==> config.mk <==
export PLATFORM = sky130hd
export DESIGN_NAME = adc_scan_sequencer
export DESIGN_NICKNAME = d
export VERILOG_FILES = /design/src/rtl/adc_ctrl_pkg.sv /design/src/rtl/adc_next_ch_finder.sv /design/src/rtl/adc_scan_sequencer.sv
export SDC_FILE = /design/constraint.sdc
export NUM_CORES = 1
export LEC_CHECK = 0
export BUFFER_PORTS_ARGS = -buffer_cell sky130_fd_sc_hd__buf_2
export CAP_MARGIN = 20
export CORE_AREA = 3 3 102 104
export CTS_BUF_LIST = sky130_fd_sc_hd__clkbuf_4 sky130_fd_sc_hd__clkbuf_8
export CTS_CLUSTER_SIZE = 24
export DETAILED_ROUTE_END_ITERATION = 6
export DIE_AREA = 0 0 105 107
export HOLD_SLACK_MARGIN = 0.03
export MAX_ROUTING_LAYER = met4
export PLACE_DENSITY = 0.62
export SLEW_MARGIN = 5
export SYNTH_ARGS = -nofsm -noshare
export SYNTH_HDL_FRONTEND = slang
export SYNTH_SLANG_ARGS = --single-unit
==> constraint.sdc <==
create_clock -name PCLK -period 4.11 [get_ports PCLK]
set_input_delay 0.6165 -clock PCLK [delete_from_list [all_inputs] [get_ports PCLK]]
set_output_delay 0.6165 -clock PCLK [all_outputs]
set_load 0.01 [all_outputs]
==> src/rtl/adc_ctrl_pkg.sv <==
`default_nettype none
// ============================================================================
// adc_ctrl_pkg : shared encodings and defaults for the ADC scan controller
// Revision 1.0
// ============================================================================
package adc_ctrl_pkg;

  localparam int DEF_SETTLE_CYCLES  = 16;
  localparam int DEF_TIMEOUT_CYCLES = 1024;

  // Value of a channel mask with no channel enabled
  localparam int CH_MASK_NONE = 0;

  typedef enum logic [2:0] {
    ST_IDLE     = 3'd0,
    ST_SELECT   = 3'd1,
    ST_SETTLE   = 3'd2,
    ST_TRIGGER  = 3'd3,
    ST_WAIT     = 3'd4,
    ST_STORE    = 3'd5,
    ST_INTERVAL = 3'd6
  } state_e;

endpackage
`default_nettype wire

==> src/rtl/adc_next_ch_finder.sv <==
`default_nettype none
// ============================================================================
// adc_next_ch_finder : lowest set channel and next set channel above cur_ch
// Revision 1.0
// ============================================================================
module adc_next_ch_finder #(
  parameter int NUM_CH = 8,
  parameter int CH_W   = 3
) (
  input  logic [NUM_CH-1:0] mask,
  input  logic [CH_W-1:0]   cur_ch,
  output logic [CH_W-1:0]   next_ch,
  output logic              has_next,
  output logic [CH_W-1:0]   first_ch
);

  // Scanning downward leaves the lowest qualifying index as the final winner
  always_comb begin
    next_ch  = '0;
    has_next = 1'b0;
    first_ch = '0;
    for (int i = NUM_CH - 1; i >= 0; i--) begin
      if (mask[i]) begin
        first_ch = CH_W'(i);
      end
      if (mask[i] && (i > int'(cur_ch))) begin
        next_ch  = CH_W'(i);
        has_next = 1'b1;
      end
    end
  end

endmodule
`default_nettype wire

==> src/rtl/adc_scan_sequencer.sv <==
`default_nettype none
// ============================================================================
// adc_scan_sequencer : steps the AMUX through enabled channels, runs one ADC
// conversion per channel and reports each result, single-shot or continuous.
// Revision 1.0
// ============================================================================
module adc_scan_sequencer
  import adc_ctrl_pkg::*;
#(
  parameter int NUM_CH         = 8,
  parameter int CH_W           = 3,
  parameter int RES_W          = 16,
  parameter int SETTLE_CYCLES  = DEF_SETTLE_CYCLES,
  parameter int TIMEOUT_CYCLES = DEF_TIMEOUT_CYCLES
) (
  input  logic              PCLK,
  input  logic              PRESET,
  input  logic [NUM_CH-1:0] cfg_ch_mask,
  input  logic              cfg_continuous,
  input  logic [15:0]       cfg_interval,
  input  logic              start,
  input  logic              abort,
  output logic [CH_W-1:0]   amux_sel,
  output logic              adc_trigger,
  input  logic              adc_done,
  input  logic [RES_W-1:0]  adc_data,
  output logic              res_we,
  output logic [CH_W-1:0]   res_ch,
  output logic [RES_W-1:0]  res_data,
  output logic              busy,
  output logic              scan_done,
  output logic              timeout_err,
  output logic              irq
);

  localparam int SET_W = $clog2(SETTLE_CYCLES) + 1;
  localparam int TMO_W = $clog2(TIMEOUT_CYCLES) + 1;

  state_e             state_q, state_d;
  logic [NUM_CH-1:0]  mask_q, mask_d;
  logic [CH_W-1:0]    cur_ch_q, cur_ch_d;
  logic [CH_W-1:0]    amux_sel_q, amux_sel_d;
  logic [SET_W-1:0]   settle_cnt_q, settle_cnt_d;
  logic [TMO_W-1:0]   tmo_cnt_q, tmo_cnt_d;
  logic [15:0]        int_cnt_q, int_cnt_d;
  logic               adc_trigger_q, adc_trigger_d;
  logic               res_we_q, res_we_d;
  logic [CH_W-1:0]    res_ch_q, res_ch_d;
  logic [RES_W-1:0]   res_data_q, res_data_d;
  logic               busy_q, busy_d;
  logic               scan_done_q, scan_done_d;
  logic               timeout_err_q, timeout_err_d;
  logic               irq_q, irq_d;

  logic [NUM_CH-1:0]  finder_mask;
  logic [CH_W-1:0]    next_ch, first_ch;
  logic               has_next;
  logic               live_mask_any;

  // Between scans the live mask seeds the first channel; during a scan the frozen copy drives advance
  assign finder_mask   = ((state_q == ST_IDLE) || (state_q == ST_INTERVAL)) ? cfg_ch_mask : mask_q;
  assign live_mask_any = (cfg_ch_mask != NUM_CH'(CH_MASK_NONE));

  adc_next_ch_finder #(
    .NUM_CH (NUM_CH),
    .CH_W   (CH_W)
  ) u_finder (
    .mask     (finder_mask),
    .cur_ch   (cur_ch_q),
    .next_ch  (next_ch),
    .has_next (has_next),
    .first_ch (first_ch)
  );

  always_comb begin
    state_d       = state_q;
    mask_d        = mask_q;
    cur_ch_d      = cur_ch_q;
    amux_sel_d    = amux_sel_q;
    settle_cnt_d  = settle_cnt_q;
    tmo_cnt_d     = tmo_cnt_q;
    int_cnt_d     = int_cnt_q;
    adc_trigger_d = 1'b0;
    res_we_d      = 1'b0;
    res_ch_d      = res_ch_q;
    res_data_d    = res_data_q;
    scan_done_d   = 1'b0;
    timeout_err_d = timeout_err_q;
    irq_d         = 1'b0;

    if (abort && (state_q != ST_IDLE)) begin
      state_d = ST_IDLE;
    end else begin
      case (state_q)
        ST_IDLE: begin
          if (start && live_mask_any) begin
            mask_d        = cfg_ch_mask;
            cur_ch_d      = first_ch;
            timeout_err_d = 1'b0;
            state_d       = ST_SELECT;
          end
        end
        ST_SELECT: begin
          amux_sel_d   = cur_ch_q;
          settle_cnt_d = SET_W'(SETTLE_CYCLES - 1);
          state_d      = ST_SETTLE;
        end
        ST_SETTLE: begin
          if (settle_cnt_q == '0) begin
            adc_trigger_d = 1'b1;
            tmo_cnt_d     = '0;
            state_d       = ST_TRIGGER;
          end else begin
            settle_cnt_d = settle_cnt_q - 1'b1;
          end
        end
        ST_TRIGGER: begin
          state_d = ST_WAIT;
        end
        ST_WAIT: begin
          // Result strobes are registered, so they are computed here to appear during STORE
          if (adc_done) begin
            res_we_d    = 1'b1;
            res_ch_d    = cur_ch_q;
            res_data_d  = adc_data;
            scan_done_d = !has_next;
            irq_d       = !has_next;
            state_d     = ST_STORE;
          end else if (tmo_cnt_q == TMO_W'(TIMEOUT_CYCLES - 1)) begin
            timeout_err_d = 1'b1;
            irq_d         = 1'b1;
            state_d       = ST_IDLE;
          end else begin
            tmo_cnt_d = tmo_cnt_q + 1'b1;
          end
        end
        ST_STORE: begin
          if (has_next) begin
            cur_ch_d = next_ch;
            state_d  = ST_SELECT;
          end else if (cfg_continuous) begin
            int_cnt_d = '0;
            state_d   = ST_INTERVAL;
          end else begin
            state_d = ST_IDLE;
          end
        end
        ST_INTERVAL: begin
          if (int_cnt_q == cfg_interval) begin
            if (live_mask_any) begin
              mask_d   = cfg_ch_mask;
              cur_ch_d = first_ch;
              state_d  = ST_SELECT;
            end else begin
              state_d = ST_IDLE;
            end
          end else begin
            int_cnt_d = int_cnt_q + 16'd1;
          end
        end
        default: begin
          state_d = ST_IDLE;
        end
      endcase
    end

    busy_d = (state_d != ST_IDLE);
  end

  always_ff @(posedge PCLK) begin
    if (PRESET) begin
      state_q       <= ST_IDLE;
      mask_q        <= '0;
      cur_ch_q      <= '0;
      amux_sel_q    <= '0;
      settle_cnt_q  <= '0;
      tmo_cnt_q     <= '0;
      int_cnt_q     <= '0;
      adc_trigger_q <= 1'b0;
      res_we_q      <= 1'b0;
      res_ch_q      <= '0;
      res_data_q    <= '0;
      busy_q        <= 1'b0;
      scan_done_q   <= 1'b0;
      timeout_err_q <= 1'b0;
      irq_q         <= 1'b0;
    end else begin
      state_q       <= state_d;
      mask_q        <= mask_d;
      cur_ch_q      <= cur_ch_d;
      amux_sel_q    <= amux_sel_d;
      settle_cnt_q  <= settle_cnt_d;
      tmo_cnt_q     <= tmo_cnt_d;
      int_cnt_q     <= int_cnt_d;
      adc_trigger_q <= adc_trigger_d;
      res_we_q      <= res_we_d;
      res_ch_q      <= res_ch_d;
      res_data_q    <= res_data_d;
      busy_q        <= busy_d;
      scan_done_q   <= scan_done_d;
      timeout_err_q <= timeout_err_d;
      irq_q         <= irq_d;
    end
  end

  assign amux_sel    = amux_sel_q;
  assign adc_trigger = adc_trigger_q;
  assign res_we      = res_we_q;
  assign res_ch      = res_ch_q;
  assign res_data    = res_data_q;
  assign busy        = busy_q;
  assign scan_done   = scan_done_q;
  assign timeout_err = timeout_err_q;
  assign irq         = irq_q;

endmodule
`default_nettype wire

Word-level counts from Yosys, hierarchy flattened

Cells that the tools add are included.

Bits in registers: 74
Input bits: 46

Bitwise gates (word level): 4
Add/subtract/negate cells: 3
Eq/ne operators: 20
Order comparisons: 7
Multiplexer cells: 60
Reductions and logical operators: 33

Operators with widths:

| operator              | number |
|---|---|
| $mux 3                | 27 |
| $mux 16               | 3 |
| $mux 11               | 3 |
| $mux 8                | 4 |
| $pmux 16 s2           | 1 |
| $pmux 11 s2           | 1 |
| $pmux 3 s7            | 1 |
| $ne 2x2->1 const B    | 10 |
| $reduce_and 5->1      | 4 |
| $add 16x1->16 const B | 1 |
| $eq 16x16->1          | 1 |
| $pmux 8 s2            | 1 |
| $mux 1                | 15 |
| $gt 3x3->1 const A    | 4 |
| $add 11x1->11 const B | 1 |
| $eq 11x10->1 const B  | 1 |
| $pmux 5 s2            | 1 |
| $reduce_bool 2->1     | 5 |
| $eq 3x3->1 const B    | 3 |
| $logic_and 1x1->1     | 9 |
| $pmux 3 s3            | 1 |
| $reduce_bool 3->1     | 3 |
| $reduce_bool 8->1     | 1 |
| $eq 3x2->1 const B    | 2 |
| 17 further kinds      | 24 |

Longest topological paths before layout

Word-level depth: 15
Mapped depth: 10
Mapped depth without buffers: 10

Cells and area by module

A second synthesis with hierarchy kept.

Cell total of the unflattened synthesis: 459
Area total of the unflattened synthesis: 3816.2 sq um

Modules (own cells, without submodules):

| module             | area an instance (sq um) | cells each | instances | sequential area each (sq um) |
|---|---|---|---|---|
| adc_scan_sequencer | 3595.9                   | 420        | 1         | 1481.4 |
| adc_next_ch_finder | 220.2                    | 39         | 1         | 0.0 |

Least setup slack after synthesis

Ideal clock, no wire load.

Path kind: input to register
Start point: input cfg_ch_mask[5]
End point: register int_cnt_q[12]
Data arrival time: 2.338 ns
Cell stages on the path: 7
Library setup time: 0.070 ns
Path buffers: 0
Data required time: 4.040 ns
Setup slack: 1.701 ns
Cell sequence: or3_1 a31oi_1 o21bai_2 nor3_4 nor2_2 or4_1 a21oi_1

Word-level cells in the longest chain between the ends: 9

Ends and longest elaborated chain:

| element                           | RTL line                  | text |
|---|---|---|
| from (decl)                       | adc_scan_sequencer.sv:18  | `input logic [NUM_CH-1:0] cfg_ch_mask,` |
| $mux 8                            | adc_scan_sequencer.sv:61  | `assign finder_mask = ((state_q == ST_IDLE) \|\| (state_q == ST_INTERVAL)) ? cfg_ch_mask : mask_q;` |
| $logic_and 1x1->1                 | adc_next_ch_finder.sv:26  | `if (mask[i] && (i > int'(cur_ch))) begin` |
| $mux 1 (5 in a row)               | adc_next_ch_finder.sv:26  |  |
| $ne 2x2->1 (no source line)       | n/a                       |  |
| $reduce_and 5->1 (no source line) | n/a                       |  |
| to (signal assigned)              | adc_scan_sequencer.sv:194 | `int_cnt_q <= int_cnt_d;` |
| to (decl)                         | adc_scan_sequencer.sv:45  | `logic [15:0] int_cnt_q, int_cnt_d;` |

Every way passes these cells.
A chain may end at the register's enable or synchronous reset.

Worst setup path in the final report

Start point: register state_q[2]
End point: register int_cnt_q[12]

Word-level cells in the longest chain between the ends: 13
Elaborated cells between the ends (all ways): 28
Classes of those cells: eq/ne: 5; mux: 9; bitwise: 1; reduce/logical: 13

Ends and longest elaborated chain:

| element                                              | RTL line                                           | text |
|---|---|---|
| from (decl)                                          | adc_scan_sequencer.sv:39                           | `state_e state_q, state_d;` |
| from (signal assigned)                               | adc_scan_sequencer.sv:188                          | `state_q <= state_d;` |
| $eq 3x3->1 / $logic_not 3->1 (equally long branches) | adc_scan_sequencer.sv:61, adc_scan_sequencer.sv:94 |  |
| $logic_or 1x1->1                                     | adc_scan_sequencer.sv:61                           |  |
| $mux 8                                               | adc_scan_sequencer.sv:61                           |  |
| $logic_and 1x1->1                                    | adc_next_ch_finder.sv:26                           |  |
| $mux 1 (7 in a row)                                  | adc_next_ch_finder.sv:26                           |  |
| $ne 2x2->1 (no source line)                          | n/a                                                |  |
| $reduce_and 5->1 (no source line)                    | n/a                                                |  |

Several ways; a longest one is shown, not always the timed one.

==> flow_metrics.py <==
metrics = {
    "sta": {
        "rsz0062_at_grt": "no",
        "setup_tns_ps": 0,
        "slew_headroom_pct": 42.7,
        "tightestPinTransition_ps": 859,
        "finalHoldViolations": 0,
        "period_share_pct": 73.5,
        "period_minus_slack_ps": 3020,
        "maxSlewViolCount": 0,
        "fmax_mhz": 331,
        "setup_ws_ps": 1090,
        "setup-violations-final": 0,
        "skew_ps": 11.7,
    },
    "grt": {
        "grt_overflow": 0,
        "antenna_found_initial": 0,
        "grt_pass1_wl_um": 15500,
        "globalRouteTotalUtil_pct": 17.4,
        "grt_max_degree": 48,
        "grt_pass1_vias": 3295,
    },
    "detailed_routing": {
        "detail_route.vias_per_cell": 5.18,
        "ant_nets": 0,
        "vias": 3501,
        "drc": 0,
        "wl_per_cell_um": 13.5,
        "dr.pass1.iters": 6,
        "routed_wl_um": 9110,
        "drtIter0Drc": 174,
    },
    "finish": {
        "layout_common_cells": "dfxtp_1 (74), buf_2 (73), nand2_1 (68)",
        "diodes": 0,
        "drive_above_1_share_pct": 18.8,
        "synthToLayoutAreaGrowth_pct": 17.4,
        "fin_nets": 587,
        "fill_cells": 1019,
        "layout_commonest_cell": "dfxtp_1",
    },
    "place": {
        "port_buffers": 73,
        "place.gp.congestion": 0.915,
        "post-place-ws_ps": 1110,
        "hpwl_um": 6650,
    },
    "floorplanning": {
        "dieWidth_um": 105,
        "start_util_pct": 39.3,
        "die_y_um": 107,
        "rows": 36,
        "core-area_sq_um": 9640,
        "die_area_sq_um": 11200,
        "ios": 74,
    },
    "flow_run": {
        "cap_violations": 0,
    },
    "worst_hold_path": {
        "hold_end": "tmo_cnt_q[10]",
        "worstHoldPathCells": 2,
        "min-delay-start": "tmo_cnt_q[10]",
        "holdCritPathClass": "flip-flop to flip-flop",
    },
    "clock_tree": {
        "clock-sinks": 74,
        "cts_tree": "built",
        "clock_latency_ps": 360,
        "cts-root-buf": "clkbuf_8",
        "postCtsSetupRepairBufs": 0,
        "cts_buffers": 9,
        "h-tree-depth": 3,
        "ctsResizeCount": 0,
        "cts.clk_slew.worst_paths_ps": 80,
        "clock_path_buffers": 2,
        "postCtsHoldBufs": 0,
    },
    "synth": {
        "async_flop_share_pct": 0,
        "synth_cells": 475,
        "ys.flop_type": "dfxtp_1",
        "syn-cell-area_sq_um": 3790,
        "ys_seq_area_share_pct": 39.1,
        "synth-edff-count": 0,
        "ys_seq_elements": 74,
        "syn-num-nets": 524,
        "yosysUniqueCellTypes": 53,
        "syn_area_per_cell_sq_um": 7.98,
        "yosysWarnings": 0,
    },
    "run_status": {
        "outcome": "finished clean",
    },
    "power": {
        "pwr-share-clk_pct": 33.4,
        "internal_power_mw": 1.21,
        "power_switching_uw": 552,
        "combPwrFrac_pct": 21.0,
        "ir_drop_mv": 0.178,
        "power.share.sequential_pct": 45.6,
        "swShare_pct": 31.2,
        "powerDensity_nw_per_um2": 397,
        "p_leak_nw": 1.75,
    },
    "worst_setup_path": {
        "r2r_cells": 8,
        "r2r_start": "state_q[2]",
        "crit_fanout": 16,
        "worst_ep_arrival_time_ps": 3300,
        "critPathCaptureType": "flip-flop",
        "timing.rr.end": "int_cnt_q[12]",
        "start_kind": "flip-flop",
        "path_class": "flip-flop to flip-flop",
        "worstPathRequired_ps": 4390,
        "reg2reg_setup_slack_ps": 1090,
    },
}
## how the worst max path moves through the flow
| stage | startpoint | endpoint | cells after the start |
|---|---|---|---|
| finish | state_q[2] | int_cnt_q[12] | 8 |
| global route | state_q[2] | int_cnt_q[12] | 8 |
| CTS | state_q[2] | int_cnt_q[12] | 8 |
| detailed placement | state_q[2] | int_cnt_q[12] | 8 |
| global placement | state_q[2] | int_cnt_q[12] | 8 |
| floorplan | cfg_ch_mask[5] | int_cnt_q[12] | 7 |
## sequential cells by signal, summed over array words and instances, names as in the netlist
signal	count
tmo_cnt_q	11
int_cnt_q	16
res_we	1
res_ch	3
timeout_err	1
amux_sel	3
adc_trigger	1
mask_q	8
scan_done	1
settle_cnt_q	5
busy	1
cur_ch_q	3
irq	1
res_data	16
state_q	3
## cell usage after synthesis (all sizes together) (12+ instances only)
library cell / instances / area [sq um]
a21oi: 44 / 220
clkbuf: 19 / 71.3
dfxtp: 74 / 1480
mux2i: 13 / 130
nand2: 68 / 255
nand3: 17 / 85.1
nor2: 57 / 219
nor3: 12 / 71.3
o21ai: 19 / 95.1
xnor2: 18 / 158
xor2: 19 / 174
## through the flow
step           instance area, sq um  instances  power (mW)  hold WS, ps  util, %
3_3_place_gp                   4240        660        1.18          423     44.0
5_1_grt                        4450        676        1.87          469     46.2
4_1_cts                        4450        676        1.78          449     46.2
6_report                       4450        676        1.77          449     46.2
3_5_place_dp                   4240        660        1.19          440     44.0
2_1_floorplan                  3790        475        1.10          412        -
## critical path, cell delays in order, from the launching register on
cell	delay [ps]
dfxtp_1	680
xor2_2	220
or2_1	410
o32ai_4	310
o21bai_2	150
nor3_4	410
nor2_2	130
or4_1	490
a21oi_1	140
## area by class of cell
cell class	count	area (sq um)	area share, %
clock buffers	11	145	3.26
well taps	133	166	3.74
clock inverters	5	62.6	1.41
inverters	9	33.8	0.759
repair buffers	75	380	8.55
multi-input cells	369	2180	49.0
flip-flops and latches	74	1480	33.3
## metal layers
metal	global-route usage, %	wire, um
met1	21.7	4200
met2	27.0	4280
met3	4.76	499
met4	6.19	131
met5	-	0
## power by group through the flow
| stage | combinational [mW] | sequential [mW] | clock, mW |
|---|---|---|---|
| 2_1_floorplan | 0.309 | 0.788 | 0 |
| 3_3_place_gp | 0.364 | 0.820 | 0 |
| 3_5_place_dp | 0.368 | 0.820 | 0 |
| 4_1_cts | 0.370 | 0.804 | 0.606 |
| 5_1_grt | 0.416 | 0.813 | 0.643 |
| 6_report | 0.371 | 0.805 | 0.590 |
## logic make-up (layout without fill, tap and decap cells)
kind of cell / count (synthesis) / in the layout / share of synthesized area (%)
simple gates: 215 / 215 / 27.3
compound gates: 100 / 100 / 16.7
flops: 74 / 74 / 39.1
xor+xnor: 37 / 37 / 8.75
buf+inv: 32 / 100 / 3.37
mux: 14 / 14 / 3.73
fa+ha+maj: 3 / 3 / 0.991
Note: power is estimated with default switching activity, not from simulation.
